File: config.mk
export PLATFORM = sky130hd
export DESIGN_NAME = bcd_chain_counter
export DESIGN_NICKNAME = d
export VERILOG_FILES = /design/src/rtl/bcd_chain_counter_pkg.sv /design/src/rtl/bcd_digit.sv /design/src/rtl/bcd_chain_counter.sv
export SDC_FILE = /design/constraint.sdc
export NUM_CORES = 1
export LEC_CHECK = 0
export CORE_AREA = 5 5 47 49
export CTS_CLUSTER_SIZE = 16
export DETAILED_ROUTE_END_ITERATION = 8
export DIE_AREA = 0 0 52 54
export GPL_TIMING_DRIVEN = 0
export PLACE_DENSITY = 0.79
export SETUP_SLACK_MARGIN = 0.02
export SYNTH_ARGS = -nofsm -noshare
export SYNTH_HDL_FRONTEND = slang
export SYNTH_SLANG_ARGS = --single-unit
File: constraint.sdc
create_clock -name clk_i -period 2.5 [get_ports clk_i]
set_input_delay 0.75 -clock clk_i [delete_from_list [all_inputs] [get_ports clk_i]]
set_output_delay 0.75 -clock clk_i [all_outputs]
set_load 0.01 [all_outputs]
File: src/rtl/bcd_chain_counter_pkg.sv
// Shared constants for BCD counter chains (digit width, default 00..59 limit)
// and the per-digit load clamp.
package bcd_chain_counter_pkg;
  localparam int BCD_W = 4;
  localparam logic [7:0] DIGIT_MAX_DEFAULT = 8'h59;

  function automatic logic [BCD_W-1:0] bcd_clamp(input logic [BCD_W-1:0] v,
                                                 input logic [BCD_W-1:0] mx);
    return (v > mx) ? mx : v;
  endfunction
endpackage

File: src/rtl/bcd_digit.sv
// One BCD digit with a programmable maximum. It steps only when carry_in is high,
// and it passes a carry or a borrow on to the next digit.
module bcd_digit
  import bcd_chain_counter_pkg::*;
(
  input  logic             clk_i,
  input  logic             reset_i,
  input  logic [BCD_W-1:0] value,
  input  logic [BCD_W-1:0] max,
  input  logic             inc,
  input  logic             dec,
  input  logic             load,
  input  logic             carry_in,
  output logic             carry_out,
  output logic [BCD_W-1:0] count
);
  logic at_max, at_zero;

  assign at_max    = (count == max);
  assign at_zero   = (count == '0);
  assign carry_out = carry_in & ((inc & at_max) | (dec & at_zero));

  always_ff @(posedge clk_i or posedge reset_i) begin
    if (reset_i)
      count <= '0;
    else if (load)
      count <= bcd_clamp(value, max);
    else if (carry_in) begin
      if (inc)
        count <= at_max ? '0 : count + 4'd1;
      else if (dec)
        count <= at_zero ? max : count - 4'd1;
    end
  end
endmodule

File: src/rtl/bcd_chain_counter.sv
// Cascaded BCD up/down counter. A step fires on each rising edge of en_i, and a load
// takes priority over a step. en_o pulses once on wrap or saturation.
module bcd_chain_counter
  import bcd_chain_counter_pkg::*;
#(
  parameter int                       DIGITS    = 2,
  parameter logic [BCD_W*DIGITS-1:0]  DIGIT_MAX = DIGIT_MAX_DEFAULT,
  parameter bit                       WRAP      = 1'b1
) (
  input  logic                    clk_i,
  input  logic                    reset_i,
  input  logic                    en_i,
  input  logic                    dir_i,
  input  logic                    set_value_i,
  input  logic [BCD_W*DIGITS-1:0] value_i,
  output logic [BCD_W*DIGITS-1:0] count_o,
  output logic                    en_o,
  output logic                    zero_o
);
  logic            en_q, step, at_term, all_max, all_zero, term_evt;
  logic [DIGITS:0] carry;

  // en_q resets high so that en_i already high at reset release does not step
  always_ff @(posedge clk_i or posedge reset_i) begin
    if (reset_i) begin
      en_q <= 1'b1;
      en_o <= 1'b0;
    end else begin
      en_q <= en_i;
      en_o <= term_evt;
    end
  end

  always_comb begin
    all_max  = 1'b1;
    all_zero = 1'b1;
    for (int k = 0; k < DIGITS; k++) begin
      if (count_o[k*BCD_W +: BCD_W] != DIGIT_MAX[k*BCD_W +: BCD_W]) all_max  = 1'b0;
      if (count_o[k*BCD_W +: BCD_W] != '0)                          all_zero = 1'b0;
    end
  end

  assign step     = en_i & ~en_q & ~set_value_i;
  assign at_term  = dir_i ? all_max : all_zero;
  // In saturate mode the chain gets no step at the terminal count, so it holds
  assign carry[0] = step & (WRAP | ~at_term);
  assign term_evt = WRAP ? carry[DIGITS] : (step & at_term);
  assign zero_o   = all_zero;

  for (genvar g = 0; g < DIGITS; g++) begin : g_digit
    bcd_digit u_digit (
      .clk_i     (clk_i),
      .reset_i   (reset_i),
      .value     (value_i[g*BCD_W +: BCD_W]),
      .max       (DIGIT_MAX[g*BCD_W +: BCD_W]),
      .inc       (dir_i),
      .dec       (~dir_i),
      .load      (set_value_i),
      .carry_in  (carry[g]),
      .carry_out (carry[g+1]),
      .count     (count_o[g*BCD_W +: BCD_W])
    );
  end
endmodule

==> results of run 1 <==
## metal layers
metal / global-route usage (%) / share of wire (%) / up-vias
met2: 27.8 / 48 / 39
met1: 22.3 / 43 / 403
met4: 9.17 / 1.9 / 0
met5: 0 / 0 / -
li1: - / - / 414
met3: 3.88 / 6.8 / 5
## critical path: stages (launching register included)
cell and delay [ns]:
sky130_fd_sc_hd__dfrtp_1 0.39, sky130_fd_sc_hd__buf_6 0.14, sky130_fd_sc_hd__or4_4 0.51, sky130_fd_sc_hd__nor2_1 0.11, sky130_fd_sc_hd__buf_2 0.13
## repair_timing
action,in CTS,in global routing
gates resized for setup,3,2
hold endpoints to repair,0,0
endpoints found under the setup margin,1,1
## cells in the final DEF (no fill, tap or decap), drive strengths merged, types with 3 or more instances in the layout
cell / n
xnor2: 3
clkbuf: 8
buf: 3
a21o: 3
nor3: 3
dfrtp: 9
o21ai: 8
or3: 3
inv: 4
a21oi: 8
nand3: 4
nand2: 6
nor2b: 7
clkdlybuf4s50: 19
nor2: 6
## where the power goes
part           internal (uW)  switching [uW]  total, uW  leakage, uW
sequential               175            27.9        203     0.000119
clock                   88.8            66.4        155    0.0000210
combinational           82.4            73.9        156     0.000242
## metrics by stage
step / cell area (sq um) / total power, uW / setup TNS, ns / std cells / hold slack, ns
2_1_floorplan: 805 / 298 / 0 / 101 / 0.589
3_3_place_gp: 1040 / 357 / -0.0108 / 148 / 0.676
3_5_place_dp: 1040 / 363 / -0.0295 / 148 / 0.681
4_1_cts: 1060 / 521 / 0 / 149 / 0.700
5_1_grt: 1060 / 547 / 0 / 148 / 0.746
6_report: 1060 / 514 / 0 / 148 / 0.695
## synth_stat cells, drive strengths merged
master and number:
o221ai 1, xnor2 3, or4b 1, nand4 1, nand3b 1, nand3 4
a21bo 1, a31o 1, o21ai 8, a21o 3, o31ai 1, nor3b 1
nand2 6, inv 4, buf 2, a32o 1, o311ai 1, o21bai 2
or3 3, o211ai 1, a31oi 1, dfrtp 9, and2 1, a311oi 1
a32oi 2, clkbuf 8, nor2b 7, or4 2, a2111oi 1, nor2 6
a21oi 8, and3 1, dfstp 1, nor3 3, o22ai 2, a221oi 1
xor2 1
## state kept, by name, indices dropped and copies added, names as in the netlist
name                   count
en_o                       1
g_digit.u_digit.count      8
en_q                       1
## path summary, 6_finish.rpt
| kind | slack (ns) | to | depth (start not counted) |
|---|---|---|---|
| min in group asynchronous | 0.75 | g_digit[0].u_digit.count[0] | 2 |
| max in group asynchronous | 1.43 | en_q | 2 |
| worst min register to register | 0.69 | g_digit[0].u_digit.count[1] | 3 |
| worst min-delay path | 0.69 | g_digit[0].u_digit.count[1] | 3 |
| worst max-delay path | 0.18 | zero_o | 4 |
| worst max register to register | 0.73 | g_digit[1].u_digit.count[1] | 4 |
## cell families (layout without fill, tap and decap cells)
kind of cell,Yosys count,count (layout),synth area share [%]
AOI/OAI and AO/OA,36,36,31.4
xor gates and xnor gates,4,4,4.36
buffers and inverters,14,34,7.46
DFF,10,10,31.3
and+or+nand+nor,37,37,25.5
## area by class of cell
type / instances / area (sq um)
plain buffers: 6 / 30.0
clock buffers: 4 / 36.3
multi-input cells: 77 / 497
well taps: 27 / 33.8
inverters: 4 / 15.0
repair buffers: 20 / 195
flip-flops and latches: 10 / 251
fillers: 178 / 763
==> impl_summary.txt, run 1 <==
----------------------------------------------------
[Placed design]
  Number of I/O port buffers ... 20
  DP Worst Slack ... -0.0295 ns
  HPWL after detailed placement ... 1.61 mm
  Final estimated routing congestion in global placement ... 0.838

[Floorplanning]
  Overall die height ... 54 um
  Die Area ... 2810 sq um
  Core Area ... 1820 sq um
  Chip width ... 52 um
  Number of standard-cell rows in the floorplan ... 16
  Starting density of the core ... 44.2%
  Top Ports ... 23

[STA]
  Final hold vios ... 0
  Tcrit/Tclk final ... 92.8%
  Largest clock skew in the final design ... 0.00309 ns
  Relative slew margins ... 68.9%
  Max-slew violation count ... 0
  RSZ-0062 raised after global routing ... no
  Actual slew at the worst max-slew pin ... 0.466 ns
  F_max ... 431 MHz
  Final setup violating endpoints ... 0
  Final setup margin ... 0.180 ns
  Final critical delay including setup and external delays ... 2.32 ns

[Logic synthesis]
  Seq/Total Area, Yosys ... 31.3%
  Synth area leader ... sky130_fd_sc_hd__dfrtp_1
  Yosys warning count ... 0
  Dominant cells by area after synthesis ... sky130_fd_sc_hd__dfrtp_1 (28%), sky130_fd_sc_hd__nor2b_1 (5.4%), sky130_fd_sc_hd__a21oi_1 (4.4%), sky130_fd_sc_hd__o21ai_0 (4.4%), sky130_fd_sc_hd__clkbuf_1 (3.7%)
  Syn_area_per_cell ... 7.97 sq um
  Fraction of synthesized cell area taken by the top area cell type ... 28.0%
  Post-Synthesis Cell Area ... 805 sq um
  Number of distinct standard cells referenced by the synthesized netlist ... 40
  Gate Count Post-Synth ... 101
  #FFs+latches synth ... 10
  Post-synth net total ... 114

[Routing]
  DR pass1 iterations ... 4
  Average wire per standard cell ... 14.9 um
  Via density per instance ... 5.82
  Post-DRT Antenna Nets ... 0
  Routed Wire Length ... 2.21 mm
  Total number of vias ... 861
  Initial drt markers ... 28
  Number of remaining DRC errors ... 0

[Hold path]
  Origin of the worst min-delay path ... g_digit[0].u_digit.count[1]
  Hold crit path type ... register to register

[Clock tree]
  Worst-path clk slew ... 0.07 ns
  H-tree levels ... 1
  Clock buffers created by TritonCTS ... 3
  Clock buffer depth ... 2
  Clock tree from TritonCTS ... done
  Cts-stage hold buffer count ... 0
  Number of buffers inserted to repair setup after CTS ... 0
  TritonCTS sink count ... 10
  Clock Tree Root ... sky130_fd_sc_hd__clkbuf_4
  Insertion delay of the later-clocked pin in the worst-skew pair ... 0.28 ns

[Layout]
  Final core utilization ... 58.1%
  Ratio of cells with drive above 1 in the final layout ... 10.7%
  Nets@finish ... 135
  ANT cells ... 0
  Relative area change from synthesis to final layout ... 31.6%

[Critical path]
  Sort of element at the end of the critical path ... output port
  WP data required ... 1.75 ns
  Reg2Reg Launch Point ... g_digit[0].u_digit.count[2]
  Kind of start point of the critical path ... register
  Launching element of the worst setup path ... g_digit[0].u_digit.count[1]
  Crit path arrival time ... 1.57 ns
  Worst setup path class ... register to output port
  Peak fanout along the critical path ... 10

[Global routing]
  Initial antenna violation count ... 0
  Leftover overflow at the end of global routing ... 0
  GRT Total Usage ... 17.6%
  Maximum number of pins on one net before global-route repair ... 13
  Global-route wire length before repair ... 3.53 mm
  Vias in the first global route ... 790

[Pwr]
  Power density relative to cell area ... 486 nW/um^2
  Maximum ir drop on the vdd rail ... 0.243 mV
  Total leakage power ... 0.000382 uW

[Outcome]
  Run status ... finished clean

[Job]
  Reported max-cap violation count ... 0

----------------------------------------------------
(Power assumes the default switching activity.)
==> run 2: changes to the inputs <==
--- a/config.mk
+++ b/config.mk
@@ -5,12 +5,14 @@
 export SDC_FILE = /design/constraint.sdc
 export NUM_CORES = 1
 export LEC_CHECK = 0
-export CORE_AREA = 5 5 47 49
+export CELL_PAD_IN_SITES_DETAIL_PLACEMENT = 1
+export CELL_PAD_IN_SITES_GLOBAL_PLACEMENT = 1
+export CORE_AREA = 5 5 54 56
 export CTS_CLUSTER_SIZE = 16
 export DETAILED_ROUTE_END_ITERATION = 8
-export DIE_AREA = 0 0 52 54
+export DIE_AREA = 0 0 59 61
 export GPL_TIMING_DRIVEN = 0
-export PLACE_DENSITY = 0.79
+export PLACE_DENSITY_LB_ADDON = 0.1
 export SETUP_SLACK_MARGIN = 0.02
 export SYNTH_ARGS = -nofsm -noshare
 export SYNTH_HDL_FRONTEND = slang
==> run 2 against run 1 <==
Against the previous run:
- clock power hardly changed
- power is 0.54% lower
- sequential cell count stayed put
- critical path depth stayed put
- worst setup slack worse by 0.0060 ns
- sequential share of layout area is 0.090 points higher
- first-iteration DRC count is 46% lower
- combinational power hardly changed
- die area is 28% higher
- worst hold slack better by 0.0030 ns
==> impl_summary.txt, run 2 (same netlist as run 1, synthesis figures left out) <==
----------------------------------------------------
[Outcome]
  Run status ... finished clean (unchanged)

[STA]
  F_max ... 430 MHz (was 431 MHz)
  RSZ-0062 raised after global routing ... no (unchanged)
  Final setup margin ... 0.174 ns (was 0.180 ns)
  Final critical delay including setup and external delays ... 2.33 ns (was 2.32 ns)
  Tcrit/Tclk final ... 93.0% (was 92.8%)
  Actual slew at the worst max-slew pin ... 0.532 ns (was 0.466 ns)
  Final hold vios ... 0 (unchanged)
  Relative slew margins ... 64.5% (was 68.9%)
  Max-slew violation count ... 0 (unchanged)
  Largest clock skew in the final design ... 0.00816 ns (was 0.00309 ns)
  Final setup violating endpoints ... 0 (unchanged)

[Layout]
  Ratio of cells with drive above 1 in the final layout ... 10.7% (unchanged)
  Flip-flop count of the largest register after layout ... 8 (unchanged)
  Area taken by flip-flops and latches ... 253 sq um (was 251 sq um)
  Final core utilization ... 44.4% (was 58.1%)
  Largest registers ... g_digit.u_digit.count: 8 flops, en_o: 1 flops, en_q: 1 flops (unchanged)
  Nets@finish ... 135 (unchanged)
  ANT cells ... 0 (unchanged)
  Relative area change from synthesis to final layout ... 31.7% (was 31.6%)
  FILL cells ... 308 (was 178)
  Final instance area ... 1060 sq um (about the same)
  Commonest non-fill, non-tap cell in the layout ... sky130_fd_sc_hd__clkdlybuf4s50_1 (unchanged)
  Most flop-heavy register ... g_digit.u_digit.count (unchanged)
  Area of the multi-input gates ... 493 sq um (was 497 sq um)
  Commonest cells after routing, fill and taps aside ... sky130_fd_sc_hd__clkdlybuf4s50_1 (19), sky130_fd_sc_hd__dfrtp_1 (8), sky130_fd_sc_hd__a21oi_1 (7), sky130_fd_sc_hd__o21ai_0 (7), sky130_fd_sc_hd__nor2b_1 (7) (was sky130_fd_sc_hd__clkdlybuf4s50_1 (19), sky130_fd_sc_hd__dfrtp_1 (9), sky130_fd_sc_hd__a21oi_1 (7), sky130_fd_sc_hd__o21ai_0 (7), sky130_fd_sc_hd__nor2b_1 (7))

[Global routing]
  Global-route wire length before repair ... 4.20 mm (was 3.53 mm)
  GRT Total Usage ... 15.1% (was 17.6%)
  Maximum number of pins on one net before global-route repair ... 13 (unchanged)
  Leftover overflow at the end of global routing ... 0 (unchanged)
  Initial antenna violation count ... 0 (unchanged)
  Vias in the first global route ... 863 (was 790)

[Hold path]
  Origin of the worst min-delay path ... g_digit[0].u_digit.count[1] (unchanged)
  Hold crit path type ... register to register (unchanged)
  Min-Delay Endpoint ... g_digit[0].u_digit.count[1] (unchanged)
  Count of cells along the worst hold path ... 3 (unchanged)

[Critical path]
  Reg-to-reg slack, setup ... 0.65 ns (was 0.73 ns)
  Kind of start point of the critical path ... register (unchanged)
  Sort of element at the end of the critical path ... output port (unchanged)
  Crit path arrival time ... 1.58 ns (was 1.57 ns)
  WP data required ... 1.75 ns (about the same)
  Reg2Reg Capture Point ... g_digit[1].u_digit.count[2] (was g_digit[1].u_digit.count[1])
  Number of cells traversed by the worst register-to-register path ... 5 (was 4)
  Peak fanout along the critical path ... 10 (unchanged)
  Reg2Reg Launch Point ... g_digit[0].u_digit.count[1] (was g_digit[0].u_digit.count[2])
  Worst setup path class ... register to output port (unchanged)

[Clock tree]
  Number of buffers inserted to repair setup after CTS ... 0 (unchanged)
  Clock buffer depth ... 2 (unchanged)
  Worst-path clk slew ... 0.07 ns (about the same)
  Clock Tree Root ... sky130_fd_sc_hd__clkbuf_4 (unchanged)
  Clock tree from TritonCTS ... done (unchanged)
  TritonCTS sink count ... 10 (unchanged)
  H-tree levels ... 1 (unchanged)
  Clock buffers created by TritonCTS ... 3 (unchanged)
  Cts-stage hold buffer count ... 0 (unchanged)
  Insertion delay of the later-clocked pin in the worst-skew pair ... 0.27 ns (was 0.28 ns)

[Routing]
  Number of remaining DRC errors ... 0 (unchanged)
  Total number of vias ... 846 (was 861)
  Routed length on met3 ... 137 um (was 150 um)
  Via density per instance ... 5.60 (was 5.82)
  Top Metal Used ... met4 (unchanged)
  Met1 routed wirelength after detailed routing ... 999 um (was 953 um)
  DR pass1 iterations ... 4 (unchanged)
  Routed Wire Length ... 2.37 mm (was 2.21 mm)
  Post-DRT Antenna Nets ... 0 (unchanged)
  Initial drt markers ... 15 (was 28)
  Average wire per standard cell ... 15.7 um (was 14.9 um)
  Wire length on met2 ... 1.21 mm (was 1.06 mm)

[Floorplanning]
  Die Area ... 3600 sq um (was 2810 sq um)
  Overall die height ... 61 um (was 54 um)
  Core Area ... 2390 sq um (was 1820 sq um)
  Chip width ... 59 um (was 52 um)
  Top Ports ... 23 (unchanged)
  Number of standard-cell rows in the floorplan ... 18 (was 16)
  Starting density of the core ... 33.7% (was 44.2%)

[Placed design]
  Total placed instance area ... 1040 sq um (about the same)
  HPWL after detailed placement ... 1.83 mm (was 1.61 mm)
  Number of I/O port buffers ... 20 (unchanged)
  DP Worst Slack ... -0.0544 ns (was -0.0295 ns)
  Final estimated routing congestion in global placement ... 0.731 (was 0.838)

[Pwr]
  Post-layout power ... 512 uW (was 514 uW)
  Total leakage power ... 0.000378 uW (was 0.000382 uW)
  Power density relative to cell area ... 483 nW/um^2 (was 486 nW/um^2)
  Maximum ir drop on the vdd rail ... 0.322 mV (was 0.243 mV)

[Job]
  Reported max-cap violation count ... 0 (unchanged)

----------------------------------------------------
==> run 2: cell types whose count changed in the layout (fill, tap and decap cells not counted), sizes merged <==
cell and change:
buf -1, clkbuf +1
==> run 2: per-stage QoR <==
| stage | instances | setup TNS (ns) | hold slack (ns) |
|---|---|---|---|
| 2_1_floorplan | 101 | 0 | 0.589 |
| 3_3_place_gp | 151 | -0.0297 | 0.687 |
| 3_5_place_dp | 151 | -0.0704 | 0.690 |
| 4_1_cts | 152 | 0 | 0.709 |
| 5_1_grt | 151 | 0 | 0.737 |
| 6_report | 151 | 0 | 0.698 |
==> run 2: worst max path at each step <==
| stage | startpoint | endpoint | slack, ns | cells after the start |
|---|---|---|---|---|
| 2_1_floorplan | g_digit[0].u_digit.count[2] | zero_o | 0.48 | 3 |
| 3_3_place_gp | g_digit[0].u_digit.count[2] | zero_o | -0.03 | 4 |
| 3_5_place_dp | g_digit[0].u_digit.count[2] | zero_o | -0.05 | 4 |
| 4_1_cts | g_digit[0].u_digit.count[1] | zero_o | 0.04 | 4 |
| 5_1_grt | g_digit[0].u_digit.count[1] | zero_o | 0.1 | 4 |
| 6_report | g_digit[0].u_digit.count[1] | zero_o | 0.17 | 4 |
==> run 2: worst max-delay path, cell delays in order (launching register included) <==
cell and delay (ns):
sky130_fd_sc_hd__dfrtp_1 0.39, sky130_fd_sc_hd__buf_6 0.14, sky130_fd_sc_hd__or4_1 0.53, sky130_fd_sc_hd__nor2_1 0.12
sky130_fd_sc_hd__clkbuf_2 0.13
==> run 2: layout make-up <==
cell class                 count  share of cell area [%]
clock buffer                   4                    3.42
multi-input combinational     77                    46.5
tap                           30                    3.54
inverter                       4                    1.42
buffer                         6                    2.83
timing repair buffer          20                    18.4
sequential                    10                    23.8
==> run 2: repair_timing <==
action / CTS / global route
gates resized for setup: 2 / 2
gates cloned: 0 / 0
endpoints found under the setup margin: 1 / 1
hold endpoints to repair: 0 / 0
==> run 2: where the power goes <==
| part | switching (uW) | internal (uW) |
|---|---|---|
| clock network | 63.9 | 88.5 |
| logic | 74.1 | 81.8 |
| registers | 28.0 | 175 |
| total | 166 | 346 |
==> run 2: per-layer routing <==
layer | track usage, % | up-vias
li1 | - | 411
met1 | 19.5 | 411
met2 | 25.6 | 22
met3 | 5.32 | 2
met4 | 0.971 | 0
met5 | 0 | -
